===== config.mk =====
export PLATFORM = sky130hd
export DESIGN_NAME = lcd_bus_driver_flat
export DESIGN_NICKNAME = d
export VERILOG_FILES = /design/src/rtl/lcd_bus_driver_if.sv /design/src/rtl/lcd_bus_driver.sv /design/src/flat_wrapper.sv
export SDC_FILE = /design/constraint.sdc
export NUM_CORES = 1
export LEC_CHECK = 0
export BUFFER_PORTS_ARGS = -buffer_cell sky130_fd_sc_hd__buf_4
export CORE_UTILIZATION = 35
export CTS_BUF_LIST = sky130_fd_sc_hd__clkbuf_16
export DETAILED_ROUTE_END_ITERATION = 6
export GPL_TIMING_DRIVEN = 0
export PLACE_DENSITY_LB_ADDON = 0.15
export SLEW_MARGIN = 0
export SYNTH_ARGS = -nofsm -noshare
export SYNTH_HDL_FRONTEND = slang
export SYNTH_SLANG_ARGS = --single-unit
export TNS_END_PERCENT = 20

===== constraint.sdc =====
create_clock -name clk -period 2.1 [get_ports clk]
set_input_delay 0.42 -clock clk [delete_from_list [all_inputs] [get_ports clk]]
set_output_delay 0.42 -clock clk [all_outputs]
set_load 0.005 [all_outputs]

===== src/rtl/lcd_bus_driver_if.sv =====
// Request/handshake and LCD bus bundle between the LCD sequencer and the write engine.
interface lcd_bus_driver_if;
    logic [7:0] iDATA;
    logic       iRS;
    logic       iStart;
    logic       oDone;
    logic       oBusy;
    logic [7:0] LCD_DATA;
    logic       LCD_RS;
    logic       LCD_EN;
    logic       LCD_RW;

    modport master (
        output iDATA, iRS, iStart,
        input  oDone, oBusy, LCD_DATA, LCD_RS, LCD_EN, LCD_RW
    );

    modport slave (
        input  iDATA, iRS, iStart,
        output oDone, oBusy, LCD_DATA, LCD_RS, LCD_EN, LCD_RW
    );
endinterface


===== src/rtl/lcd_bus_driver.sv =====
// HD44780-style write engine: RS/DATA setup, EN pulse, hold and execution wait,
// then a one-cycle done pulse back to the sequencer.
//
// state | meaning
// IDLE  | waiting for a rising edge on iStart
// SETUP | RS/DATA driven, EN low
// PULSE | EN high
// HOLD  | EN low, RS/DATA still held
// EXEC  | controller execution wait (short or long)
// DONE  | one-cycle oDone
module lcd_bus_driver #(
    parameter int unsigned SETUP_CYC      = 2,
    parameter int unsigned EN_CYC         = 16,
    parameter int unsigned HOLD_CYC       = 2,
    parameter int unsigned EXEC_SHORT_CYC = 2000,
    parameter int unsigned EXEC_LONG_CYC  = 82000
) (
    input  logic          clk,
    input  logic          rst,
    lcd_bus_driver_if.slave bus
);
    localparam int unsigned MAX_A = (SETUP_CYC > EN_CYC) ? SETUP_CYC : EN_CYC;
    localparam int unsigned MAX_B = (HOLD_CYC > MAX_A) ? HOLD_CYC : MAX_A;
    localparam int unsigned MAX_C = (EXEC_SHORT_CYC > MAX_B) ? EXEC_SHORT_CYC : MAX_B;
    localparam int unsigned MAX_P = (EXEC_LONG_CYC > MAX_C) ? EXEC_LONG_CYC : MAX_C;
    localparam int unsigned CW    = $clog2(MAX_P + 1);

    localparam logic [CW-1:0] LD_SETUP = CW'(SETUP_CYC - 1);
    localparam logic [CW-1:0] LD_EN    = CW'(EN_CYC - 1);
    localparam logic [CW-1:0] LD_HOLD  = CW'(HOLD_CYC - 1);

    typedef enum logic [2:0] {IDLE, SETUP, PULSE, HOLD, EXEC, DONE} state_t;

    state_t        state_q, state_d;
    logic [CW-1:0] cnt_q, cnt_d;
    logic [CW-1:0] exec_len;
    logic          start_q;
    logic          start_edge;
    logic [7:0]    data_q, data_d;
    logic          rs_q, rs_d;
    logic          long_q, long_d;
    logic          en_q, busy_q, done_q;

    assign start_edge = bus.iStart & ~start_q;

    always_comb begin
        state_d  = state_q;
        cnt_d    = cnt_q;
        data_d   = data_q;
        rs_d     = rs_q;
        long_d   = long_q;
        exec_len = long_q ? CW'(EXEC_LONG_CYC) : CW'(EXEC_SHORT_CYC);
        case (state_q)
            IDLE: begin
                if (start_edge) begin
                    data_d  = bus.iDATA;
                    rs_d    = bus.iRS;
                    // clear (0x01) and home (0x02/0x03) need the long execution wait
                    long_d  = ~bus.iRS && (bus.iDATA[7:2] == 6'd0);
                    state_d = SETUP;
                    cnt_d   = LD_SETUP;
                end
            end
            SETUP: begin
                if (cnt_q == '0) begin
                    state_d = PULSE;
                    cnt_d   = LD_EN;
                end else begin
                    cnt_d = cnt_q - 1'b1;
                end
            end
            PULSE: begin
                if (cnt_q == '0) begin
                    state_d = HOLD;
                    cnt_d   = LD_HOLD;
                end else begin
                    cnt_d = cnt_q - 1'b1;
                end
            end
            HOLD: begin
                if (cnt_q == '0) begin
                    if (exec_len == '0) begin
                        state_d = DONE;
                        cnt_d   = '0;
                    end else begin
                        state_d = EXEC;
                        cnt_d   = exec_len - 1'b1;
                    end
                end else begin
                    cnt_d = cnt_q - 1'b1;
                end
            end
            EXEC: begin
                if (cnt_q == '0) begin
                    state_d = DONE;
                end else begin
                    cnt_d = cnt_q - 1'b1;
                end
            end
            DONE: begin
                state_d = IDLE;
                cnt_d   = '0;
            end
            default: begin
                state_d = IDLE;
                cnt_d   = '0;
            end
        endcase
    end

    // Strobes are registered from the next state so they align with the state register.
    always_ff @(posedge clk) begin
        if (rst) begin
            state_q <= IDLE;
            cnt_q   <= '0;
            start_q <= 1'b1;
            data_q  <= 8'd0;
            rs_q    <= 1'b0;
            long_q  <= 1'b0;
            en_q    <= 1'b0;
            busy_q  <= 1'b0;
            done_q  <= 1'b0;
        end else begin
            state_q <= state_d;
            cnt_q   <= cnt_d;
            start_q <= bus.iStart;
            data_q  <= data_d;
            rs_q    <= rs_d;
            long_q  <= long_d;
            en_q    <= (state_d == PULSE);
            busy_q  <= (state_d != IDLE);
            done_q  <= (state_d == DONE);
        end
    end

    assign bus.LCD_DATA = data_q;
    assign bus.LCD_RS   = rs_q;
    assign bus.LCD_EN   = en_q;
    assign bus.LCD_RW   = 1'b0;
    assign bus.oBusy    = busy_q;
    assign bus.oDone    = done_q;
endmodule

===== src/flat_wrapper.sv =====
// flat-port wrapper written by rule: the top's interface ports become plain ports
module lcd_bus_driver_flat 
#(
    parameter int unsigned SETUP_CYC      = 2,
    parameter int unsigned EN_CYC         = 16,
    parameter int unsigned HOLD_CYC       = 2,
    parameter int unsigned EXEC_SHORT_CYC = 2000,
    parameter int unsigned EXEC_LONG_CYC  = 82000
)
  (clk, rst, bus_iDATA, bus_iRS, bus_iStart, bus_oDone, bus_oBusy, bus_LCD_DATA, bus_LCD_RS, bus_LCD_EN, bus_LCD_RW);
  lcd_bus_driver_if bus_i ();
  input  logic clk;
  input  logic rst;
  input wire logic [$bits(bus_i.iDATA)-1:0] bus_iDATA;
  input wire logic [$bits(bus_i.iRS)-1:0] bus_iRS;
  input wire logic [$bits(bus_i.iStart)-1:0] bus_iStart;
  output wire logic [$bits(bus_i.oDone)-1:0] bus_oDone;
  output wire logic [$bits(bus_i.oBusy)-1:0] bus_oBusy;
  output wire logic [$bits(bus_i.LCD_DATA)-1:0] bus_LCD_DATA;
  output wire logic [$bits(bus_i.LCD_RS)-1:0] bus_LCD_RS;
  output wire logic [$bits(bus_i.LCD_EN)-1:0] bus_LCD_EN;
  output wire logic [$bits(bus_i.LCD_RW)-1:0] bus_LCD_RW;
  assign bus_i.iDATA = bus_iDATA;
  assign bus_i.iRS = bus_iRS;
  assign bus_i.iStart = bus_iStart;
  assign bus_oDone = bus_i.oDone;
  assign bus_oBusy = bus_i.oBusy;
  assign bus_LCD_DATA = bus_i.LCD_DATA;
  assign bus_LCD_RS = bus_i.LCD_RS;
  assign bus_LCD_EN = bus_i.LCD_EN;
  assign bus_LCD_RW = bus_i.LCD_RW;
  lcd_bus_driver #(.SETUP_CYC(SETUP_CYC), .EN_CYC(EN_CYC), .HOLD_CYC(HOLD_CYC), .EXEC_SHORT_CYC(EXEC_SHORT_CYC), .EXEC_LONG_CYC(EXEC_LONG_CYC)) u_core (.clk(clk), .rst(rst), .bus(bus_i));
endmodule

Word-level counts from Yosys, hierarchy flattened
Cells that the tools add are included.
Storage, ports and cells
  register bits: 34
Operators by class
  $add $sub $neg: 2
  equality and inequality tests: 8
  mux-type cells: 15
  bitwise operators: 3
  reduce and logical (&&, ||, !) cells: 8
Operators by type and width (number)
  17-bit 2-to-1 mux: 7
  17-bit one-hot mux with 5 select lines: 1
  17-bit zero test: 2
  17-bit by 1-bit subtractor with 17-bit output (second input constant): 2
  3-bit 2-to-1 mux: 5
  3-bit one-hot mux with 5 select lines: 1
  3-bit by 2-bit equality test with 1-bit output (second input constant): 3
  3-bit equality test (second input constant): 2
  6-bit zero test: 1
  2-bit AND reduction: 2
  3-bit by 1-bit equality test with 1-bit output (second input constant): 1
  3-bit zero test: 1
  3-bit nonzero test: 1
  2-bit by 1-bit != test with 1-bit output (second input constant): 1
  2-bit != test (second input constant): 1
  1-bit NOT: 2
  1-bit bitwise AND: 1
  1-bit logical AND: 1
  1-bit 2-to-1 mux: 1

Logic depth before layout (Yosys ltp)
Gate-level depths: netlist of the first run.
  depth in word-level cells: 6
  depth in mapped cells: 10

Worst setup path before layout of the first run
No wires, ideal clock.
  path kind: register -> register
  start point: reg u_core.cnt_q[0]
  end point: reg u_core.cnt_q[7]
  setup time: 131 ps
  arrival: 1773 ps
  required time: 1969 ps
  setup slack: 196 ps
  stages on the path, launching flop included: 11
  clock period less this slack: 1904 ps
  path through: dfxtp_1 -> inv_1 -> ha_1 -> nor3b_2 -> and4_1 -> buf_2 -> nand2_2 -> buf_2 -> a31oi_1 -> a311oi_1 -> o32ai_1
Between the ends
  cells in the longest elaborated chain, start to end: 3
  elaborated cells on any way between the ends: 9
Ends and longest elaborated chain
  from (decl): RTL line lcd_bus_driver.sv:35  | logic [CW-1:0] cnt_q, cnt_d;
  from (signal assigned): RTL line lcd_bus_driver.sv:125  | cnt_q <= cnt_d;
  17-bit by 1-bit subtractor with 17-bit output / 17-bit zero test (equally long branches)
  17-bit 2-to-1 mux (tied with other cells): RTL line lcd_bus_driver.sv:94  | if (cnt_q == '0) begin
  17-bit one-hot mux with 5 select lines / 2-bit AND reduction (equally long branches)
Parallel ways exist; a longest one is shown, timed or not. The select of a mux whose other input is x is not followed.
A chain may end at the register's enable or synchronous reset.

Worst setup path in the final report of the first run
  start point: reg u_core.cnt_q[0]
  end point: reg u_core.cnt_q[14]
Same word-level chain as after synthesis.

==> results of run 1 <==
## layout make-up
class	instances	area share (%)
Inverter	6	1.007
Tap cell	70	3.710
Multi-Input combinational cell	172	48.86
Clock buffer	5	5.299
Timing Repair Buffer	28	8.903
Sequential cell	34	29.04
Buffer	11	2.703
Clock inverter	3	0.4769
## final timing paths
path	start	endpoint	slack, ps	cells after the start
hold reg to reg	u_core.cnt_q[0]	u_core.cnt_q[0]	500	1
setup reg to reg	u_core.cnt_q[0]	u_core.cnt_q[14]	90	9
setup / recovery	u_core.cnt_q[0]	u_core.cnt_q[14]	90	9
hold / removal	bus_iStart	u_core.start_q	330	2
## layout by cell type (no fill, tap or decap), drive strengths merged, types with 2 or more instances in the layout
cell type	Yosys	routed
nand2	10	10
nor4	4	4
nand3b	2	2
or2	2	2
inv	5	5
a31oi	6	6
nand3	3	3
a21oi	15	15
buf	5	32
mux2i	10	10
o31ai	5	5
nor3	12	12
a22oi	4	4
xnor2	7	7
or4	2	2
nor2b	3	3
a311oi	3	3
clkbuf	7	12
o21ai	12	12
or3	4	4
nand4	5	5
dfxtp	34	34
a31o	2	2
and3	4	4
nand2b	3	3
clkinv	1	4
nor2	38	38
## metal layers
| layer | global-route usage (%) | wire [um] |
|---|---|---|
| met3 | 2.945 | 254 |
| met4 | 9.224 | 85 |
| met2 | 32.13 | 2347 |
| met1 | 24.63 | 2231 |
| met5 | 0 | 0 |
## synth_stat cells (2+ instances only)
cell type  number
dfxtp_1        34
buf_2           2
mux2i_1        10
nor2b_1         3
nor3_1         10
clkbuf_1        7
nand3_1         3
o21ai_0         9
nand2b_1        3
a31oi_1         6
or3_1           4
and3_1          4
inv_1           5
nand3b_1        2
a21oi_1        15
o31ai_1         4
nor2_2          2
a311oi_1        3
xnor2_1         7
nor3_2          2
nor4_1          3
nor2_1         35
a22oi_1         3
o21ai_1         2
buf_4           2
nand2_1         9
nand4_1         5
## flip-flops by register name (all words and copies together), names as in the netlist
signal / cells
u_core.bus.LCD_RS: 1
u_core.long_q: 1
u_core.state_q: 3
u_core.bus.LCD_EN: 1
u_core.start_q: 1
u_core.cnt_q: 17
u_core.bus.oBusy: 1
u_core.bus.LCD_DATA: 8
u_core.bus.oDone: 1
## logic make-up after synthesis
group | synth area share (%)
AOI/OAI and AO/OA | 20.15
xor gates and xnor gates | 3.774
adders and majority gates | 1.280
buffers and inverters | 4.649
DFF | 36.66
muxes | 5.391
other | 0.2020
and+or+nand+nor | 27.90
## worst max-delay path: stages, from the launching register on
cell	delay, ps
dfxtp_4	360
inv_2	50
ha_2	180
nor3b_4	230
and4_1	230
buf_6	130
and3_4	190
a22oi_2	70
or3_1	370
a21oi_1	140
## metrics by stage
| step | hold slack [ps] | cell area (um^2) |
|---|---|---|
| 2_1_floorplan | 471.5 | 1857 |
| 4_1_cts | 327.9 | 2265 |
| 3_3_place_gp | 480.6 | 2117 |
| 3_5_place_dp | 490.3 | 2117 |
| 6_report | 328.8 | 2361 |
| 5_1_grt | 334.2 | 2361 |
## timing repair
action	in CTS	in global routing
endpoints found under the setup margin	3	13
pin swaps	1	7
gates resized for setup	3	17
hold endpoints to repair	0	0
setup buffers	0	5
==> run metrics, run 1 <==
number of clock sinks seen by CTS 34; via count of the routed design 1,784; Max Freq 496.6 MHz; pre-CTS setup slack -72.93 ps; final count of negative-setup-slack endpoints 0; transition time at the pin with the least slew margin 666.4 ps; Yosys reg bits 34; maximum number of pins on one net before global-route repair 11; CTS HTree Levels 2; number of buffers created by CTS 5; Starting Density 36.35%; Avg Synthesized Cell Area 8.289 um^2; sequential element share of the synthesized area 36.66%; chip height 74.84 um; Yosys top cell area share 36.66%; # rows 26; cell taking the most area after synthesis dfxtp_1; fraction of final layout cells sized beyond drive strength 1 25.48%; number of detailed-routing iterations run before antenna repair 4; remaining antenna violation count 0; count of antenna diodes in the layout 0; overall track demand over capacity in global routing 19.36%; area growth from synthesis to layout 27.16%; DP Cell Count 317; number of flops mapped to enable cells by yosys 0; Setup crit end kind flip-flop; Final Non-Filler Cells 329; clock insertion delay at the later pin of the skew report 280 ps; top-level port count 25; Congestion Overflow GR 0; sum of negative setup slack 0 ps; TritonCTS clock tree done; die area 5600 um^2; DRT iter0 DRCs 129; Avg WL per Cell 14.95 um; number of hold-slack violations in the final timing report 0; endpoint required time on the critical path 2310 ps; number of antenna violations at the first check in global routing 0; ratio of routed vias to standard cells 5.422; maximum clock skew at final layout 5.591 ps; Post-DP HPWL 3.509 mm; Syn Inst Count 224; number of I/O port buffers 23; first-pass GRT wire length 7.990 mm; shortest period the worst path allows 2014 ps; final core utilization 46.23%; post-synth net total 237; Root Buffer Master clkbuf_16; fill cell total of the finished layout 526; maximum clock path buffer count 2; number of nets in the layout 271; Final GP Congestion 0.8597; startpoint type of the worst setup path flip-flop; top post-synthesis cells by area dfxtp_1 (37%), nor2_1 (7.1%), mux2i_1 (5.4%); status finished, final reports clean; number of global-route vias before repair 1,642; Multi-input gate area 1154 um^2; count of cell types in the netlist 57; clock-pin slew on the worst setup and hold paths 50 ps; Post-synth ARST share 0%; type of the setup path with the least slack reg2reg; Critical Path Fanout Max 6; Maximum Capacitance Violations 0; Routed WL 4.917 mm; hold_buf cts 0; Core Area 5107 um^2; DRC violations left 0; setup slack after layout 86.30 ps; Max-Slew Margin vs Limit 55.58%; final number of max-transition violations 0; most used flip-flop cell after synthesis dfxtp_1; min-delay worst type in2reg; flip-flop and latch area 685.7 um^2; data arrival time of the critical path 2220 ps; combined area of all synthesized cells 1857 um^2; number of warning messages in the yosys log 0; chip width 74.84 um; Period Utilization, post-route 95.89%
Power of run 1 is left out: the tool's default activity adds up to more than one toggle a clock period on the data nets, which glitch-free logic cannot reach.
==> run 2, diff against run 1 <==
--- a/config.mk
+++ b/config.mk
@@ -5,8 +5,9 @@
 export SDC_FILE = /design/constraint.sdc
 export NUM_CORES = 1
 export LEC_CHECK = 0
+export ABC_AREA = 0
 export BUFFER_PORTS_ARGS = -buffer_cell sky130_fd_sc_hd__buf_4
-export CORE_UTILIZATION = 35
+export CORE_UTILIZATION = 55
 export CTS_BUF_LIST = sky130_fd_sc_hd__clkbuf_16
 export DETAILED_ROUTE_END_ITERATION = 6
 export GPL_TIMING_DRIVEN = 0
==> run 2 against run 1 <==
Critical path depth grew 1. Register-to-register slack got worse by 50 ps. Flip-flop and latch count stayed put. Worst setup slack got worse by 46 ps. Non-clock buffer count increased by 1. Sequential share of layout area grew 0.34 points. Clock-buffer cell count is the same. Final area decreased by 1.2%. Core utilization increased by 28 points. Critical endpoint unchanged.
==> run metrics, run 2 (synthesis gave the netlist of run 1 again) <==
TritonCTS clock tree done; Largest register FFs 17; chip height 60.11 um; maximum clock skew at final layout 2.289 ps; final count of negative-setup-slack endpoints 0; crit path max-delay cell type or3_1; number of nets in the layout 272; largest reg by FF count u_core.cnt_q; Final GP Congestion 0.9381; CTS HTree Levels 2; number of I/O port buffers 23; Critical Path Fanout Max 6; endpoint required time on the critical path 2310 ps; chip width 60.11 um; maximum clock path buffer count 2; final core utilization 74.60%; Core Area 3128 um^2; most common library cell in the layout ignoring fill and taps nor2_1; Setup crit end kind flip-flop; status finished, final reports clean; buffer and inverter count on the worst path 3; Root Buffer Master clkbuf_16; clock insertion delay at the later pin of the skew report 280 ps; data arrival time of the critical path 2270 ps; number of buffers created by CTS 5; Max Freq 485.4 MHz; DRT iter0 DRCs 118; RSZ-0062 raised after global routing yes; overall track demand over capacity in global routing 27.83%; type of the setup path with the least slack reg2reg; maximum single-stage delay on the critical path 370 ps; Critical Path Most Common Cell buf_6; Max-Slew Margin vs Limit 54.59%; final number of max-transition violations 0; Congestion Overflow GR 0; Maximum Capacitance Violations 0; transition time at the pin with the least slew margin 681.2 ps; DRC violations left 0; number of detailed-routing iterations run before antenna repair 5; first-pass GRT wire length 7.300 mm; min-delay worst type in2reg; number of global-route vias before repair 1,612; count of antenna diodes in the layout 0; remaining antenna violation count 0; Period Utilization, post-route 98.09%; global routing's busiest layer met2; met1 layer usage reported by global route 34.88%; dominant delay contributor by cell family on the critical path simple AND/OR/NAND/NOR gates; # rows 20; maximum number of pins on one net before global-route repair 12; Avg WL per Cell 15.33 um; Starting Density 59.36%; clock-pin slew on the worst setup and hold paths 50 ps; top-level port count 25; hold_buf cts 0; cells traversed along the worst timing path inv_2 -> ha_4 -> nor3b_4 -> and4_1 -> buf_6 -> and3_4 -> buf_6 -> a22oi_2 -> or3_1 -> a21oi_1; Routed WL 4.659 mm; Post-DP HPWL 3.129 mm; die area 3613 um^2; area growth from synthesis to layout 25.67%; via count of the routed design 1,812; ratio of routed vias to standard cells 5.961; shortest period the worst path allows 2060 ps; number of clock sinks seen by CTS 34; commonest non-fill, non-tap cells in the layout nor2_1 (35), dfxtp_1 (32), buf_4 (31), a21oi_1 (15), mux2i_1 (10); met3 Usage GRT 10.17%; met2 Usage GRT 43.64%; number of hold-slack violations in the final timing report 0; number of antenna violations at the first check in global routing 0; startpoint type of the worst setup path flip-flop; fraction of final layout cells sized beyond drive strength 1 26.15%
-- run 2: per-layer routing --
layer  vias to the layer above  part of all wire (%)
li1                        884                     -
met1                       838                    44
met2                        79                    47
met3                        11                   7.3
met4                         0                   1.6
met5                         -                     0
-- run 2: path summary, 6_finish.rpt --
path	cells after the start	slack, ps	endpoint	start
setup reg to reg	10	40	u_core.cnt_q[14]	u_core.cnt_q[1]
hold reg to reg	2	490	u_core.bus.LCD_DATA[1]	u_core.bus.LCD_DATA[1]
setup / recovery	10	40	u_core.cnt_q[14]	u_core.cnt_q[1]
hold / removal	2	340	u_core.start_q	bus_iStart
-- run 2: cell type report --
cell class / instances / area, um^2
fillers: 233 / 794.5
inverters: 6 / 23.77
flip-flops and latches: 34 / 685.7
plain buffers: 12 / 71.32
well taps: 44 / 55.05
repair buffers: 28 / 210.2
clock inverters: 3 / 16.27
clock buffers: 5 / 125.1
multi-input cells: 172 / 1146
-- run 2: metrics by stage --
step | hold slack [ps] | setup TNS, ps | cell area, um^2 | setup slack, ps | cells
5_1_grt | 346.1 | -109.3 | 2333 | -66.76 | 304
4_1_cts | 334.3 | 0 | 2238 | 21.08 | 299
6_report | 335.2 | 0 | 2333 | 40.01 | 304
3_5_place_dp | 486.0 | -105.0 | 2085 | -73.36 | 291
3_3_place_gp | 478.4 | -80.83 | 2085 | -75.28 | 291
2_1_floorplan | 471.5 | 0 | 1857 | 196.1 | 224
-- run 2: repair_timing --
action,4_1_cts,5_1_grt
gates resized for setup,4,14
setup endpoints to repair,5,10
setup buffers,0,5
pin swaps,0,5
Power of run 2 is left out for the same reason.
